## src/rtl/uart_frame_tx.sv

```systemverilog
// uart_frame_tx
//   FIFO-buffered UART transmitter for the protocol encoder's output bytes.
//   Each byte is sent LSB first as 8N1, or as 8E1 when UART_TX_PARITY_EN is
//   defined. Characters go back-to-back while the FIFO holds data.
//
// Parameters
//   CLKS_PER_BIT  clock cycles per UART bit (>= 2)
//   FIFO_AW       FIFO address width, depth = 2**FIFO_AW
//
// Ports
//   clk         system clock, rising edge
//   reset       synchronous active-high reset
//   byte_in     byte to transmit
//   byte_valid  byte_in valid this cycle
//   byte_ready  FIFO not full; byte accepted when byte_valid & byte_ready
//   tx          serial output, idle high
//   busy        FSM active or FIFO non-empty
//   tx_done     one-cycle pulse on the last cycle of each stop bit
//
// Build option
//   UART_TX_PARITY_EN  insert an even-parity bit between data and stop
module uart_frame_tx #(
   parameter int unsigned CLKS_PER_BIT = 434,
   parameter int unsigned FIFO_AW      = 2
) (
   input  logic       clk,
   input  logic       reset,
   input  logic [7:0] byte_in,
   input  logic       byte_valid,
   output logic       byte_ready,
   output logic       tx,
   output logic       busy,
   output logic       tx_done
);

   localparam int unsigned DEPTH = 1 << FIFO_AW;
   localparam int unsigned BW    = (CLKS_PER_BIT > 1) ? $clog2(CLKS_PER_BIT) : 1;
   localparam logic [BW-1:0]    BAUD_LAST = BW'(CLKS_PER_BIT - 1);
   localparam logic [FIFO_AW:0] FULL      = (FIFO_AW + 1)'(DEPTH);

   typedef enum logic [2:0] {
      ST_IDLE,
      ST_START,
      ST_DATA,
`ifdef UART_TX_PARITY_EN
      ST_PARITY,
`endif
      ST_STOP
   } state_t;

   // FIFO
   logic [7:0]         mem [DEPTH];
   logic [FIFO_AW-1:0] wr_ptr;
   logic [FIFO_AW-1:0] rd_ptr;
   logic [FIFO_AW:0]   count;
   logic [7:0]         head;
   logic               push;
   logic               pop;

   // Serialiser
   state_t      state, state_n;
   logic [BW-1:0] baud, baud_n;
   logic [2:0]  bit_idx, bit_n;
   logic [7:0]  shift, shift_n;
   logic        tx_q, tx_n;
   logic        done_q, done_n;
`ifdef UART_TX_PARITY_EN
   logic        parity, parity_n;
`endif

   assign byte_ready = (count != FULL);
   assign push       = byte_valid & byte_ready;
   assign head       = mem[rd_ptr];
   assign busy       = (state != ST_IDLE) || (count != '0);
   assign tx         = tx_q;
   assign tx_done    = done_q;

   always_ff @(posedge clk) begin
      if (push) begin
         mem[wr_ptr] <= byte_in;
      end
   end

   always_ff @(posedge clk) begin
      if (reset) begin
         wr_ptr <= '0;
         rd_ptr <= '0;
         count  <= '0;
      end else begin
         if (push) begin
            wr_ptr <= wr_ptr + FIFO_AW'(1);
         end
         if (pop) begin
            rd_ptr <= rd_ptr + FIFO_AW'(1);
         end
         case ({push, pop})
            2'b10:   count <= count + (FIFO_AW + 1)'(1);
            2'b01:   count <= count - (FIFO_AW + 1)'(1);
            default: count <= count;
         endcase
      end
   end

   always_comb begin
      state_n = state;
      baud_n  = baud + BW'(1);
      bit_n   = bit_idx;
      shift_n = shift;
      pop     = 1'b0;
`ifdef UART_TX_PARITY_EN
      parity_n = parity;
`endif

      case (state)
         ST_IDLE: begin
            baud_n = '0;
            if (count != '0) begin
               pop     = 1'b1;
               state_n = ST_START;
            end
         end
         ST_START: begin
            if (baud == BAUD_LAST) begin
               baud_n  = '0;
               bit_n   = '0;
               state_n = ST_DATA;
            end
         end
         ST_DATA: begin
            if (baud == BAUD_LAST) begin
               baud_n  = '0;
               shift_n = {1'b0, shift[7:1]};
               bit_n   = bit_idx + 3'd1;
               if (bit_idx == 3'd7) begin
`ifdef UART_TX_PARITY_EN
                  state_n = ST_PARITY;
`else
                  state_n = ST_STOP;
`endif
               end
            end
         end
`ifdef UART_TX_PARITY_EN
         ST_PARITY: begin
            if (baud == BAUD_LAST) begin
               baud_n  = '0;
               state_n = ST_STOP;
            end
         end
`endif
         ST_STOP: begin
            if (baud == BAUD_LAST) begin
               baud_n = '0;
               // Chain straight into the next start bit when data is waiting.
               if (count != '0) begin
                  pop     = 1'b1;
                  state_n = ST_START;
               end else begin
                  state_n = ST_IDLE;
               end
            end
         end
         default: begin
            baud_n  = '0;
            state_n = ST_IDLE;
         end
      endcase

      if (pop) begin
         shift_n = head;
`ifdef UART_TX_PARITY_EN
         parity_n = ^head;
`endif
      end

      // tx and tx_done are registered from next-state values so they line up
      // with the state register without a combinational output path.
      tx_n = 1'b1;
      if (state_n == ST_START) begin
         tx_n = 1'b0;
      end else if (state_n == ST_DATA) begin
         tx_n = shift_n[0];
      end
`ifdef UART_TX_PARITY_EN
      else if (state_n == ST_PARITY) begin
         tx_n = parity_n;
      end
`endif
      done_n = (state_n == ST_STOP) && (baud_n == BAUD_LAST);
   end

   always_ff @(posedge clk) begin
      if (reset) begin
         state   <= ST_IDLE;
         baud    <= '0;
         bit_idx <= '0;
         shift   <= '0;
         tx_q    <= 1'b1;
         done_q  <= 1'b0;
`ifdef UART_TX_PARITY_EN
         parity  <= 1'b0;
`endif
      end else begin
         state   <= state_n;
         baud    <= baud_n;
         bit_idx <= bit_n;
         shift   <= shift_n;
         tx_q    <= tx_n;
         done_q  <= done_n;
`ifdef UART_TX_PARITY_EN
         parity  <= parity_n;
`endif
      end
   end

endmodule
```

## config.mk

```make
export PLATFORM = sky130hd
export DESIGN_NAME = uart_frame_tx
export DESIGN_NICKNAME = d
export VERILOG_FILES = /design/src/rtl/uart_frame_tx.sv
export SDC_FILE = /design/constraint.sdc
export NUM_CORES = 1
export LEC_CHECK = 0
export ABC_AREA = 1
export CAP_MARGIN = 20
export CORE_MARGIN = 1
export CORE_UTILIZATION = 59
export CTS_CLUSTER_DIAMETER = 40
export DETAILED_ROUTE_END_ITERATION = 12
export PLACE_DENSITY = 0.78
export SYNTH_ARGS = -nofsm -noshare
export SYNTH_HDL_FRONTEND = slang
export SYNTH_SLANG_ARGS = --single-unit
```

## constraint.sdc

```tcl
create_clock -name clk -period 2.58 [get_ports clk]
set_input_delay 0.774 -clock clk [delete_from_list [all_inputs] [get_ports clk]]
set_output_delay 0.774 -clock clk [all_outputs]
set_load 0.02 [all_outputs]
```

After elaboration in Yosys (flattened, before gate mapping)

Memory sizes are Yosys's and may differ from the RTL's. A register that Yosys moved wholly into a read port is not among the register bits.
Cells that the tools add are included.

Output and inout bits: 4
Memories kept: 1
Memory bits (writable): 32
Input port bits: 11
Flip-flop bits (word level): 32
Logic and storage cells: 69

Memories:

| name | words | width | rd ports | clocked after Yosys merged registers in | wr ports | RTL line | text |
|---|---|---|---|---|---|---|---|
| mem  | 4     | 8     | 1        | 1                                       | 1        | 52       | `logic [7:0] mem [DEPTH];` |

Multiplexer cells: 25
Bitwise logic cells: 1
Reduce and logical (&&, ||, !) cells: 12
Equality and inequality tests: 14
$add $sub $neg: 6

Operator list:

| kind                | count |
|---|---|
| $mux 8              | 3 |
| $mux 3              | 7 |
| $eq 9x9->1 const B  | 2 |
| $mux 9              | 2 |
| $eq 3x2->1 const B  | 4 |
| $pmux 3 s2          | 2 |
| $pmux 3 s4          | 1 |
| $add 9x1->9 const B | 1 |
| $reduce_bool 2->1   | 4 |
| $mux 1              | 7 |
| $add 3x1->3 const B | 2 |
| $eq 3x1->1 const B  | 2 |
| $reduce_bool 3->1   | 2 |
| $add 2x1->2 const B | 2 |
| $mux 2              | 2 |
| $ne 2x2->1 const B  | 2 |
| $eq 3x3->1 const B  | 1 |
| $logic_not 3->1     | 1 |
| $ne 3x3->1 const B  | 1 |
| $reduce_and 3->1    | 1 |
| $reduce_or 3->1     | 1 |
| $sub 3x1->3 const B | 1 |
| $eq 2x1->1 const B  | 1 |
| $eq 2x2->1 const B  | 1 |
| other kinds (5)     | 5 |

Depth between registers and ports, before layout

Gate-level depths: netlist of run 1.

Word-level depth: 7
Depth in mapped cells: 13
Gate-level depth less buffers: 13

Worst setup path before layout of run 1

No wires, ideal clock.

Kind: register to register
Start point: register baud[0]
End point: register count[2]
Path buffers: 0
Data required time: 2,458 ps
Cell stages (with the launch flop): 13
Path slack: 401 ps
Data arrival time: 2,057 ps
Cells stage by stage: dfxtp_1 -> ha_1 -> nand2_1 -> nor2_2 -> nand2_4 -> o21ai_4 -> ha_1 -> inv_1 -> fa_1 -> a21oi_1 -> o21ai_0 -> o21ai_0 -> a21oi_1

Cells in the longest elaborated chain, start to end: 5

Ends and longest elaborated chain:

| element                                                | RTL line | text |
|---|---|---|
| start: declaration                                     | 62       | `logic [BW-1:0] baud, baud_n;` |
| start signal: assignment                               | 205      | `baud <= baud_n;` |
| $eq 9x9->1 *                                           | 152      | `if (baud == BAUD_LAST) begin` |
| $mux 1 *                                               | 152      |  |
| $pmux 1 s2 *                                           | 114      | `case (state)` |
| $eq 2x1->1 / $eq 2x2->1 (equally long branches)        | 96       | `case ({push, pop})` |
| $pmux 3 s2 / $reduce_bool 2->1 (equally long branches) | n/a      |  |
| end signal: assignment                                 | 97       | `2'b10: count <= count + (FIFO_AW + 1)'(1);` |
| end signal: assignment                                 | 98       | `2'b01: count <= count - (FIFO_AW + 1)'(1);` |
| end signal: assignment                                 | 99       | `default: count <= count;` |
| end: declaration                                       | 55       | `logic [FIFO_AW:0] count;` |

Mark *: on every way between the ends. The rest lies on a longest branch, timed or not.
A chain may end at the register's enable or synchronous reset.

Worst setup path in the final report of run 1

Ends and elaborated chain as after synthesis.

==> run metrics, run 1 <==
register area share after synthesis=55.5%; Final Slew Violations=0; worst-case clock buffer depth=2; n_diodes=0; CTS tree=built; final WL=~5300 microns; achievable clock frequency=about 420 MHz; area leader, netlist=edfxtp_1; leak pwr=around 0.0013 uW; initial antenna violation count=0; area grow syn2layout=15.0%; max-cap viol count=0; total CTS buffers=9; Antenna Nets Post-Route=0; number of flops mapped to enable cells by yosys=32; number of distinct library cells after synthesis=38; CP Launch Type=flop; GRT Total Usage=approximately 22%; Req. time, crit path=roughly 2.8 ns; Most used DFF post-synth=dfxtp_1; Syn Inst Count=about 310; DP Area=about 3200 sq um; Iter 0 DRT Violations=165; I/O pin total=15; placed cells=between 300 and 400; setup TNS=0 ns; Crit Path Max Fanout=7; via/cell ratio=5.29; port bufs=14; Fin. Hold Viols=0; status=finished, final reports clean; Final period util=around 92%; Post-Layout Cell Count=slightly above 400; CP Class=reg2reg; Syn Nets=roughly 330; core footprint=about 4800 sq um; Max IR drop VDD=0.546 mV; # rows=25; Hold WC Path Type=reg2reg; Final Util=a little under three quarters; P per Cell Area=825 nW/um^2; top-count cell post-synth=nand2_1; number of global-route vias before repair=about 2,000; Starting Density=61.8%; TritonRoute pass-1 iters=4; die width=roughly 73 microns; DP HPWL=3700 microns; nets=between 300 and 400; pre-CTS worst setup slack=roughly 0.12 ns; layout cells sized above 1=between 15 and 20%; CTS sink count=66; clock root buffer=clkbuf_8; clk_lat worst skew=0.34 ns; unrepaired setup endpoints after global routing=no; drt wl/cell=about 13 microns; GRT overflow=0; fin crit period=roughly 2.4 ns; CTS H-tree depth=3; setup ws final=between 0.2 and 0.25 ns; die height=roughly 73 microns; CP Capture Type=flop; yosys warns=0; CP arrival=2.60 ns; Area contributors post-synth=edfxtp_1 (32%), dfxtp_1 (23%), nand2_1 (5.3%); DRC violations left=0; first-pass GRT wire length=~8800 microns; die area=between 5000 and 6000 sq um; number of synthesized register bits=between 60 and 70; clock skew=approximately 0.0075 ns; GPL Wtd Cong=0.783; Yosys top cell area share=32.5%; Synth async-reset ratio=0%; pin count of the biggest net entering global routing=17; number of post-CTS setup repair buffers=0; vias post-DR=2,173; Cell Area, Synth=between 2000 and 3000 sq um; Clock transition at path regs=about 0.08 ns; synthesized area per cell=9.48 sq um; synth cell count leaders=nand2_1 (42), nor2_1 (37), dfxtp_1 (34); design area=roughly 3400 sq um; Final setup viols=0
-- area by class of cell --
| type | instances | area [sq um] |
|---|---|---|
| fillers | 380 | 1380 |
| well taps | 67 | 83.8 |
| repair buffers | 24 | 214 |
| inverters | 37 | 139 |
| clock buffers | 9 | 124 |
| flip-flops and latches | 66 | 1640 |
| multi-input cells | 201 | 1120 |
| clock inverters | 7 | 78.8 |
-- per-stage QoR --
step	total power, uW	hold WS [ns]
floorplan	1800	0.422
global route	2970	0.496
finish	2810	0.454
global placement	1950	0.434
CTS	2830	0.455
detailed placement	1980	0.446
-- repair_timing --
item	CTS	global route
gates resized for setup	1	0
endpoints found under the hold margin	0	0
hold buffers	0	0
endpoints found under the setup margin	1	0
-- worst paths after layout --
kind	start	to	slack [ns]	cells past startpoint
setup / recovery	baud[0]	count[2]	0.21	12
hold / removal	count[0]	count[0]	0.45	1
setup reg to reg	baud[0]	count[2]	0.21	12
hold reg to reg	count[0]	count[0]	0.45	1
-- cell usage in the layout, fill, tap and decap left out, types with 2 or more instances in the layout --
cell / netlist / final
o21ai_0: 23 / 23
nand3_1: 15 / 15
nor2_2: 4 / 4
edfxtp_1: 32 / 32
a21oi_1: 23 / 23
nor3_1: 2 / 2
clkinv_4: 0 / 4
nand3_2: 2 / 2
nand4_1: 3 / 3
dfxtp_1: 34 / 34
o21ai_1: 11 / 11
mux2i_1: 6 / 6
inv_1: 29 / 29
nand2_1: 42 / 42
o22ai_1: 6 / 6
inv_2: 7 / 7
nand2_2: 4 / 4
buf_4: 1 / 10
clkbuf_8: 0 / 9
clkdlybuf4s50_1: 0 / 13
ha_1: 9 / 9
nor2_1: 37 / 37
nor2_4: 2 / 2
-- power breakdown --
part	leakage, uW	total (uW)	switching, uW	internal [uW]
clock	0.000104	857	404	454
combinational	0.000659	642	394	248
sequential	0.000571	1310	69.3	1240
total	0.00133	2810	867	1940
-- cell families after synthesis --
| family | after synthesis | share of synthesized area, % |
|---|---|---|
| AOI/OAI and AO/OA | 68 | 12.8 |
| xor gates and xnor gates | 1 | 0.296 |
| buffers and inverters | 45 | 6.60 |
| muxes | 6 | 2.03 |
| DFF | 66 | 55.5 |
| and+or+nand+nor | 115 | 18.2 |
| other | 1 | 0.127 |
| adders and majority gates | 10 | 4.48 |
-- worst max-delay path, cell delays in order (launching register included) --
cell and delay [ns]:
dfxtp_1 0.43, ha_1 0.21, nand2_1 0.07, nor2_2 0.18, nand2_4 0.08, o21ai_4 0.20, ha_1 0.18, inv_1 0.07
fa_1 0.37, a21oi_1 0.14, o21ai_0 0.11, o21ai_0 0.17, a21oi_1 0.05
-- sequential cells by signal, indices dropped and copies added (netlist names), named ones only --
| signal | count |
|---|---|
| rd_ptr | 2 |
| shift | 8 |
| count | 3 |
| state | 3 |
| tx_done | 1 |
| baud | 9 |
| bit_idx | 3 |
| mem | 32 |
| wr_ptr | 2 |
| tx | 1 |
-- layer usage --
metal / GRT usage (%) / share of wire (%) / up-vias
li1: - / - / 1109
met1: 27.6 / 45 / 1020
met2: 38.2 / 51 / 35
met3: 4.97 / 3.1 / 9
met4: 8.50 / 1.7 / 0
met5: 0 / 0 / -
Note: power is estimated with default switching activity, not from simulation.
==> inputs of run 2 (changes only) <==
PLACE_DENSITY = unset   (was 0.78)
PLACE_DENSITY_LB_ADDON = 0.1   (was unset)
==> run 2 against run 1 <==
  * Total power is 3.1% higher
  * Combinational power is 1% higher
  * Via count is 2.6% lower
  * Register-to-register slack better by 0.04 ns
  * Critical endpoint is now busy
==> run metrics, run 2 (synthesis gave the netlist of run 1 again) <==
number of post-CTS setup repair buffers=0 (unchanged); worst hold start=count[0]; setup TNS=0 ns (unchanged); DP HPWL=3750 microns (+1.3%); max-cap viol count=0 (unchanged); GRT Total Usage=23.0% (+0.69 points); initial antenna violation count=0 (unchanged); P per Cell Area=848 nW/um^2 (+2.7%); CP Launch Type=flop; pre-CTS worst setup slack=0.157 ns (+0.0384 ns); die area=5300 sq um (unchanged); largest register by flop count=mem; port bufs=14 (unchanged); final WL=5380 microns (+2.0%); switching power=864 uW (-0.35%); Final period util=91.6% (-0.45 points); area grow syn2layout=15.5%; RR Endpoint=count[2]; most frequent cells in the layout=nand2_1 (42), nor2_1 (37), dfxtp_1 (34); crit path launch=count[0]; CTS H-tree depth=3 (unchanged); fin crit period=2.36 ns (-0.0116 ns); Max IR drop VDD=0.621 mV (+14%); Iter 0 DRT Violations=161 (-2.4%); total CTS buffers=9 (unchanged); unrepaired setup endpoints after global routing=no; GRT overflow=0 (unchanged); Int Pwr=2030 uW (+4.6%); post_cts resized=1 (unchanged); clock root buffer=clkbuf_8; crit-path cells=inv_1 -> nand3_1 -> or2_2 -> dlygate4sd2_1; first-pass GRT wire length=8810 microns (about the same); nets=360 (unchanged); max reg flops=32 (unchanged); Reg power frac=45.0% (-1.6 points); Gate power share=22.4% (-0.5 points); Fin. Hold Viols=0 (unchanged); DRC violations left=0 (unchanged); Starting Density=61.8% (unchanged); FF-to-FF path depth=12 (unchanged); crit-path leading delay family=simple AND/OR/NAND/NOR gates; achievable clock frequency=423 MHz (+0.49%); via/cell ratio=5.15 (-2.6%); die width=72.8 microns (unchanged); clk_lat worst skew=0.34 ns (about the same); clock skew=0.00553 ns (-0.00193 ns); I/O pin total=15 (unchanged); CP Capture Type=primary output; leak pwr=0.00133 uW (about the same); number of global-route vias before repair=1,928 (-4.3%); slowest CP cell=dfxtp_1; vias post-DR=2,116 (-2.6%); Crit Path Max Fanout=4 (-3); worst-case clock buffer depth=2 (unchanged); CP arrival=1.59 ns (-1.01 ns); biggest regs=mem x32, baud x9, shift x8; status=finished, final reports clean; Req. time, crit path=1.81 ns (-0.99 ns); most common cell after layout, fill and taps aside=nand2_1; hold buffer count at CTS=0 (unchanged); Clock transition at path regs=0.07 ns (about the same); FF-to-FF Start=baud[0]; CP Class=reg2out; CTS tree=built; pin count of the biggest net entering global routing=17 (unchanged); Buf/Inv on CP=2 (+1); # rows=25 (unchanged); layout cells sized above 1=14.8% (-0.29 points); GPL Wtd Cong=0.842 (+7.5%); fill count=391 (+2.9%); Critical Path Max Stage Delay=0.32 ns (-0.11 ns); drt wl/cell=13.1 microns (+2.0%); die height=72.8 microns (unchanged); clock share of power=32.5% (+2.0 points); Hold WC Path Type=reg2reg; n_diodes=0 (unchanged); Antenna Nets Post-Route=0 (unchanged); core footprint=4790 sq um (unchanged); Hold Path Sink=count[0]; setup ws final=0.218 ns (+0.0116 ns); WHS Path Cells=1 (unchanged); TritonRoute pass-1 iters=4 (unchanged); Final Slew Violations=0 (unchanged); Sw Share=29.8% (-1.0 points); CTS sink count=66 (unchanged); Final setup viols=0 (unchanged); Reg2Reg Setup Slack=0.25 ns (+0.04 ns)
[run 2: changes by cell type in the layout (fill, tap and decap cells not counted)]
cell	previous run	this run
clkinv_4	4	0
clkinvlp_4	0	2
bufinv_16	1	2
clkinv_1	1	2
[run 2: how the worst max path moves through the flow]
stage	endpoint	slack [ns]	cells past startpoint
floorplan	count[2]	0.40	12
global placement	count[2]	0.20	9
detailed placement	count[2]	0.16	9
CTS	busy	0.20	4
global route	count[2]	0.03	12
finish	busy	0.22	4
[run 2: power groups by stage]
stage | combinational, uW | sequential (uW) | clock, uW
6_report | 650 | 1300 | 942
3_3_place_gp | 634 | 1320 | 0
5_1_grt | 727 | 1320 | 1000
4_1_cts | 653 | 1300 | 960
3_5_place_dp | 654 | 1330 | 0
2_1_floorplan | 488 | 1310 | 0
[run 2: final cells by class]
class	instances	area (sq um)	share of cell area (%)
Clock buffer	9	124	3.63
Clock inverter	7	92.6	2.71
Inverter	37	139	4.07
Sequential cell	66	1640	48.1
Timing Repair Buffer	24	214	6.26
Multi-Input combinational cell	201	1120	32.8
Tap cell	67	83.8	2.45
[run 2: worst register-to-register path: cells and delay by family (launching register included)]
| family | cells | cell delay [ns] |
|---|---|---|
| adders and majority gates | 3 | 0.75 |
| AOI/OAI and AO/OA | 5 | 0.68 |
| DFF | 1 | 0.42 |
| and+or+nand+nor | 3 | 0.31 |
| buffers and inverters | 1 | 0.06 |
[run 2: layer usage]
layer  routed length [microns]  GRT usage, %  vias to the layer above
li1                          -             -                     1107
met1                      2610          31.4                      957
met2                      2490          34.1                       45
met3                       200          4.14                        7
met4                        80          14.6                        0
met5                         0             0                        -
[run 2: stage by stage]
stage               hold WS, ns  utilization, %  instances  instance area [sq um]  total power (uW)
finish                    0.444            71.4        411                   3420              2890
global route              0.496            71.4        411                   3420              3050
CTS                       0.449            71.4        411                   3420              2920
detailed placement        0.439            66.9        395                   3200              1980
global placement          0.434            66.9        395                   3200              1960
floorplan                 0.422               -        312                   2960              1800
